==> src/rtl/fwtimer_pkg.sv <==
// Shared constants for the fwtimer_wb Wishbone timer block:
// register offsets, CTRL bit positions, prescaler width, ack FSM states.
package fwtimer_pkg;

   localparam logic [1:0] REG_CTRL   = 2'd0;
   localparam logic [1:0] REG_LOAD   = 2'd1;
   localparam logic [1:0] REG_COUNT  = 2'd2;
   localparam logic [1:0] REG_STATUS = 2'd3;

   localparam int CTRL_EN      = 0;
   localparam int CTRL_AUTO    = 1;
   localparam int CTRL_IE      = 2;
   localparam int CTRL_PRE_LSB = 8;
   localparam int PRE_W        = 8;

   localparam int CH_W = 3;

   typedef enum logic {
      ST_IDLE,
      ST_ACK
   } ack_state_e;

endpackage

==> src/rtl/fwtimer_chan.sv <==
// One timer channel: CTRL/LOAD/COUNT/STATUS, prescaler, down-counter.
// Ports: decoded write strobes + wdata in; register readback + irq out.
import fwtimer_pkg::*;

module fwtimer_chan (
   input  logic        clock,
   input  logic        reset,
   input  logic        wr_ctrl,
   input  logic        wr_load,
   input  logic        wr_status,
   input  logic [31:0] wdata,
   input  logic [1:0]  rsel,
   output logic [31:0] rdata,
   output logic        irq
);

   logic             en_q, en_d;
   logic             auto_q, auto_d;
   logic             ie_q, ie_d;
   logic [PRE_W-1:0] pre_q, pre_d;
   logic [PRE_W-1:0] pcnt_q, pcnt_d;
   logic [31:0]      load_q, load_d;
   logic [31:0]      count_q, count_d;
   logic             pend_q, pend_d;

   logic tick;
   logic expire;

   // >= keeps ticking sane if PRE shrinks while running
   assign tick   = en_q && (pcnt_q >= pre_q);
   assign expire = tick && (count_q == 32'd0);

   always_comb begin
      en_d    = en_q;
      auto_d  = auto_q;
      ie_d    = ie_q;
      pre_d   = pre_q;
      load_d  = load_q;
      count_d = count_q;
      pend_d  = pend_q;

      if (!en_q || tick) pcnt_d = '0;
      else               pcnt_d = pcnt_q + 8'd1;

      if (tick) begin
         if (count_q != 32'd0) begin
            count_d = count_q - 32'd1;
         end else begin
            pend_d = 1'b1;
            if (auto_q) count_d = load_q;
            else        en_d    = 1'b0;
         end
      end

      if (wr_ctrl) begin
         en_d   = wdata[CTRL_EN];
         auto_d = wdata[CTRL_AUTO];
         ie_d   = wdata[CTRL_IE];
         pre_d  = wdata[CTRL_PRE_LSB +: PRE_W];
         // a one-shot expiring this cycle counts as stopped: restart it
         if (wdata[CTRL_EN] &&
             (!en_q || (expire && !auto_q))) begin
            count_d = load_q;
            pcnt_d  = '0;
         end
      end

      if (wr_load) begin
         load_d = wdata;
         if (!en_q) count_d = wdata;
      end

      // expiry in the same cycle beats the clear
      if (wr_status && wdata[0] && !expire)
         pend_d = 1'b0;
   end

   always_ff @(posedge clock or posedge reset) begin
      if (reset) begin
         en_q    <= 1'b0;
         auto_q  <= 1'b0;
         ie_q    <= 1'b0;
         pre_q   <= '0;
         pcnt_q  <= '0;
         load_q  <= '0;
         count_q <= '0;
         pend_q  <= 1'b0;
      end else begin
         en_q    <= en_d;
         auto_q  <= auto_d;
         ie_q    <= ie_d;
         pre_q   <= pre_d;
         pcnt_q  <= pcnt_d;
         load_q  <= load_d;
         count_q <= count_d;
         pend_q  <= pend_d;
      end
   end

   always_comb begin
      rdata = '0;
      unique case (rsel)
         REG_CTRL:   rdata = {16'd0, pre_q, 5'd0,
                              ie_q, auto_q, en_q};
         REG_LOAD:   rdata = load_q;
         REG_COUNT:  rdata = count_q;
         REG_STATUS: rdata = {31'd0, pend_q};
         default:    rdata = '0;
      endcase
   end

   assign irq = pend_q & ie_q;

endmodule

==> src/rtl/fwtimer_wb.sv <==
// Wishbone-attached multi-channel down-counting timer (top).
// Ports: clock/reset, WB target rt_*, per-channel level irq[N_TIMER].
import fwtimer_pkg::*;

module fwtimer_wb #(
   parameter int N_TIMER = 2
) (
   input  logic               clock,
   input  logic               reset,
   input  logic [31:0]        rt_adr,
   input  logic [31:0]        rt_dat_w,
   output logic [31:0]        rt_dat_r,
   input  logic               rt_cyc,
   input  logic               rt_stb,
   input  logic [3:0]         rt_sel,
   input  logic               rt_we,
   output logic               rt_ack,
   output logic               rt_err,
   output logic [N_TIMER-1:0] irq
);

   ack_state_e  state_q;
   logic        ack_q;
   logic [31:0] dat_q;
   logic [31:0] dat_d;

   logic [CH_W-1:0] chan;
   logic [1:0]      rsel;
   logic            req;
   logic            wr;
   logic [31:0]     ch_rdata [N_TIMER];

   logic unused_bits;
   assign unused_bits = ^{rt_sel, rt_adr[31:7], rt_adr[1:0]};

   assign chan = rt_adr[6:4];
   assign rsel = rt_adr[3:2];
   assign req  = rt_cyc && rt_stb && (state_q == ST_IDLE);
   assign wr   = req && rt_we;

   for (genvar i = 0; i < N_TIMER; i++) begin : g_ch
      logic hit;
      assign hit = wr && (chan == 3'(i));

      fwtimer_chan u_chan (
         .clock     (clock),
         .reset     (reset),
         .wr_ctrl   (hit && (rsel == REG_CTRL)),
         .wr_load   (hit && (rsel == REG_LOAD)),
         .wr_status (hit && (rsel == REG_STATUS)),
         .wdata     (rt_dat_w),
         .rsel      (rsel),
         .rdata     (ch_rdata[i]),
         .irq       (irq[i])
      );
   end

   // unmapped channels fall through to zero
   always_comb begin
      dat_d = '0;
      for (int i = 0; i < N_TIMER; i++)
         if (!rt_we && chan == 3'(i))
            dat_d = ch_rdata[i];
   end

   always_ff @(posedge clock or posedge reset) begin
      if (reset) begin
         state_q <= ST_IDLE;
         ack_q   <= 1'b0;
         dat_q   <= '0;
      end else begin
         unique case (state_q)
            ST_IDLE: begin
               if (rt_cyc && rt_stb) begin
                  state_q <= ST_ACK;
                  ack_q   <= 1'b1;
                  dat_q   <= dat_d;
               end
            end
            ST_ACK: begin
               state_q <= ST_IDLE;
               ack_q   <= 1'b0;
               dat_q   <= '0;
            end
            default: begin
               state_q <= ST_IDLE;
               ack_q   <= 1'b0;
               dat_q   <= '0;
            end
         endcase
      end
   end

   assign rt_ack   = ack_q;
   assign rt_dat_r = dat_q;
   assign rt_err   = 1'b0;

endmodule

==> config.mk <==
export PLATFORM = sky130hd
export DESIGN_NAME = fwtimer_wb
export DESIGN_NICKNAME = d
export VERILOG_FILES = /design/src/rtl/fwtimer_pkg.sv /design/src/rtl/fwtimer_chan.sv /design/src/rtl/fwtimer_wb.sv
export SDC_FILE = /design/constraint.sdc
export NUM_CORES = 1
export LEC_CHECK = 0
export BUFFER_PORTS_ARGS = -buffer_cell sky130_fd_sc_hd__clkbuf_2
export CORE_MARGIN = 10
export CORE_UTILIZATION = 35
export CTS_BUF_LIST = sky130_fd_sc_hd__clkbuf_16
export DETAILED_ROUTE_END_ITERATION = 16
export PLACE_DENSITY = 0.56
export SLEW_MARGIN = 30
export SYNTH_ARGS = -nofsm -noshare
export SYNTH_HDL_FRONTEND = slang
export SYNTH_SLANG_ARGS = --single-unit
==> constraint.sdc <==
create_clock -name clock -period 8.4 [get_ports clock]
set_clock_uncertainty 0.2 [all_clocks]
set_input_delay 0.42 -clock clock [delete_from_list [all_inputs] [get_ports clock]]
set_output_delay 0.42 -clock clock [all_outputs]
set_load 0.02 [all_outputs]
==> results.md <==
- First-pass GRT wire length: 64,300 µm
- Max Fclk: 253 MHz
- DP Worst Slack: 4.18 ns
- NetSw: 0.000699 W
- Clock Pin Slew Worst Setup and Hold Paths: 0.06 ns
- Clk_lat worst skew: 0.53 ns
- Status: completed
- Max-cap violations: 0
- Setup crit start: g_ch[1].u_chan.count_q[2]$_DFF_PP0_
- EDFF count, synth: 0
- Crit Reg-Reg Startpoint: g_ch[1].u_chan.count_q[2]$_DFF_PP0_
- Endpoints failing setup: 0
- Final period utilization: 47.1%
- Avg Cell Area, Syn: 9.25 µm²
- Row cnt: 67
- Final hold violations: 0
- DR vias/cell: 6.07
- Tmin final: 3.96 ns
- Share of layout cells above drive strength 1: 17.6%
- Yosys reg bits: 202
- CTS tree: built
- Worst slew margin: 39.9%
- Initial antenna violation count: 0
- RSZ-0062 raised after global routing: no
- # resized after CTS: 0
- Max H-tree Level: 1
- Final non-filler cell total: 1,782
- Comb power frac: 13.5%
- Static leakage: 5.81 nW
- Height of the die: 204 µm
- Antenna cell count: 0
- Internal Power: 0.00171 W
- Syn Inst Count: 1,282
- Share of flip-flops with an asynchronous set or reset: 100%
- Worst min path class: input pin to register
- Wirelength per Cell: 23.5 µm
- Slew @ Worst Pin: 0.901 ns
- Final WS setup: 4.44 ns
- NumNets Final: 1,416
- VDD IR max: 0.118 mV
- Seq/Total Area, Yosys: 42.6%
- Routed vias: 10,812
- Worst EP arrival: 4.18 ns
- Clock share of power: 39.6%
- Reg power frac: 46.9%
- Critical path class: register to register
- Startpoint types: register
- Placed Cells: 1,736
- Multi-input gate area: 6350 µm²
- Hpwl dp: 29,100 µm
- Synth unique cells: 82
- Main synth FF type: dfrtp_1
- Core area: 33,400 µm²
- Critical Path End Type: register
- Top Ports: 109
- Die area: 41,600 µm²
- Antenna Nets Post-Route: 0
- Register Area: 5050 µm²
- Setup TNS: 0 ns
- Width of the chip: 204 µm
- Initial core utilization: 35.4%
- Fill cells: 3,342
- Final Cell Area: 13,500 µm²
- Clock Path Buffers: 3
- GRT overflow: 0
- Hold_sp: rt_dat_w[10]
- Final Max Tran Viols: 0
- 1st-iter DRT viols: 1,181
- Synth Warn #: 0
- Largest net degree at the start of global routing: 133
- Number of global-route vias before repair: 10,468
- Power Density: 178 nW/µm²
- Placed Area: 12,700 µm²
- CTS buffer count: 25
- Port bufs: 76
- Tot GR Track Use: 19.5%
- Post-Route WL: 41,800 µm
- GP Congestion: 0.928
- Syn_nets: 1,377
- WHS Path Cells: 3
- Post-route DRC: 0
- Clk root buf: clkbuf_16
- Drt first pass iters: 6
- Crit path required time: 8.62 ns
- Reg2Reg Depth: 7
- Clk sinks: 202
- Synthesized area: 11,900 µm²
- CP Max Fanout: 16
- Sw Share: 29.1%
- Layout area overhead: 13.7%
-- stage by stage --
step	util (%)	hold slack, ns	total power, W
floorplan	-	0.218	0.00134
global placement	37.8	0.281	0.00145
detailed placement	38.0	0.291	0.00147
CTS	40.2	0.00296	0.00242
global route	40.3	0.0245	0.00251
finish	40.3	0.0196	0.00241
-- layout make-up --
cell class | instances | area share (%)
Clock buffer | 25 | 4.64
Clock inverter | 15 | 0.473
Inverter | 37 | 1.12
Multi-Input combinational cell | 945 | 47.1
Sequential cell | 202 | 37.5
Tap cell | 448 | 4.16
Timing Repair Buffer | 110 | 5.03
-- cell usage in the layout (no fill, tap or decap), drive strengths merged, types with 22 or more instances in the layout --
master and n:
buf 28, a22o 32, ha 22, a22oi 62, nor4 23, o22ai 78
mux2i 23, nor2 109, inv 45, clkbuf 101, nand2 74, nor3 36
mux2 62, o21ai 76, nand3 46, dfrtp 202, a21oi 105
-- layer usage --
layer / vias to the layer above / part of all wire [%] / wire length (µm) / global-route usage, %
li1: 4950 / - / - / -
met1: 5401 / 43 / 18000 / 25.9
met2: 384 / 47 / 19500 / 31.4
met3: 77 / 6.6 / 2770 / 3.38
met4: 0 / 3.5 / 1450 / 7.25
met5: - / 0 / 0 / 0
-- critical path: stages (launching register included) --
cell and delay, ns:
dfrtp_1 0.46, nor4_4 0.65, and4_1 0.37, or3b_1 0.70, o21ai_2 0.84, o21ai_0 0.20
o211a_1 0.15, o31ai_1 0.26
-- synth_stat cells, drive strengths merged (3+ instances only) --
library cell,count,area [µm²]
nor2b,4,25.0
clkbuf,77,289
ha,22,275
nand4,16,113
o21a,17,128
o31ai,9,81.3
a22oi,62,465
nor2,109,412
inv,37,139
a21o,3,22.5
dfrtp,202,5050
nor3,36,185
o22ai,78,488
a2bb2oi,3,26.3
o21ai,76,388
mux2i,23,230
nand2,74,280
xnor2,4,35.0
mux2,62,698
xor2,9,78.8
a221o,8,80.1
nand2b,5,31.3
a21oi,105,526
and4,5,43.8
nand3,46,230
or4,6,45.0
a32oi,4,35.0
nor3b,4,35.0
a31oi,15,93.8
nor4b,5,65.1
a22o,32,280
or2,4,25.0
and2,6,37.5
o221ai,4,35.0
and3,13,81.3
nor4,23,199
a32o,3,30.0
o221a,4,45.0
or3,7,43.8
buf,21,113
-- timing repair --
action | 4_1_cts | 5_1_grt
setup buffers | 0 | 0
setup endpoints to repair | 0 | 0
endpoints found under the hold margin | 104 | 0
hold buffers | 6 | 0
-- registers in the layout, indices dropped and copies added (netlist names), 16 cells and up --
| register | count |
|---|---|
| g_ch.u_chan.count_q | 64 |
| g_ch.u_chan.load_q | 64 |
| g_ch.u_chan.pcnt_q | 16 |
| g_ch.u_chan.pre_q | 16 |
| rt_dat_r | 32 |
-- logic make-up (layout without fill, tap and decap cells) --
| logic type | count (synthesis) | after routing | synth area share [%] |
|---|---|---|---|
| AOI/OAI and AO/OA | 451 | 451 | 25.0 |
| xor gates and xnor gates | 13 | 13 | 0.960 |
| adders and majority gates | 22 | 22 | 2.32 |
| buffers and inverters | 135 | 187 | 4.56 |
| DFF | 202 | 202 | 42.6 |
| muxes | 87 | 87 | 8.21 |
| other | 1 | 1 | 0.0316 |
| and+or+nand+nor | 371 | 371 | 16.2 |
-- power by group through the flow --
stage               combinational, W  sequential [W]  clock (W)
global placement            0.000311         0.00114          0
finish                      0.000324         0.00113   0.000953
detailed placement          0.000322         0.00114          0
CTS                         0.000325         0.00113   0.000972
global route                0.000362         0.00114    0.00101
floorplan                   0.000227         0.00112          0
-- final timing paths --
| check | endpoint | slack [ns] |
|---|---|---|
| setup / recovery | g_ch[1].u_chan.count_q[30]$_DFF_PP0_ | 4.44 |
| hold / removal | g_ch[0].u_chan.pre_q[2]$_DFFE_PP0P_ | 0.02 |
| setup reg to reg | g_ch[1].u_chan.count_q[30]$_DFF_PP0_ | 4.44 |
| hold reg to reg | rt_ack$_DFFE_PP0P_ | 0.30 |
| max in group asynchronous | g_ch[1].u_chan.count_q[29]$_DFF_PP0_ | 6.59 |
| min in group asynchronous | g_ch[1].u_chan.pcnt_q[7]$_DFF_PP0_ | 0.30 |
No activity file was read; power rests on OpenSTA's default activity.
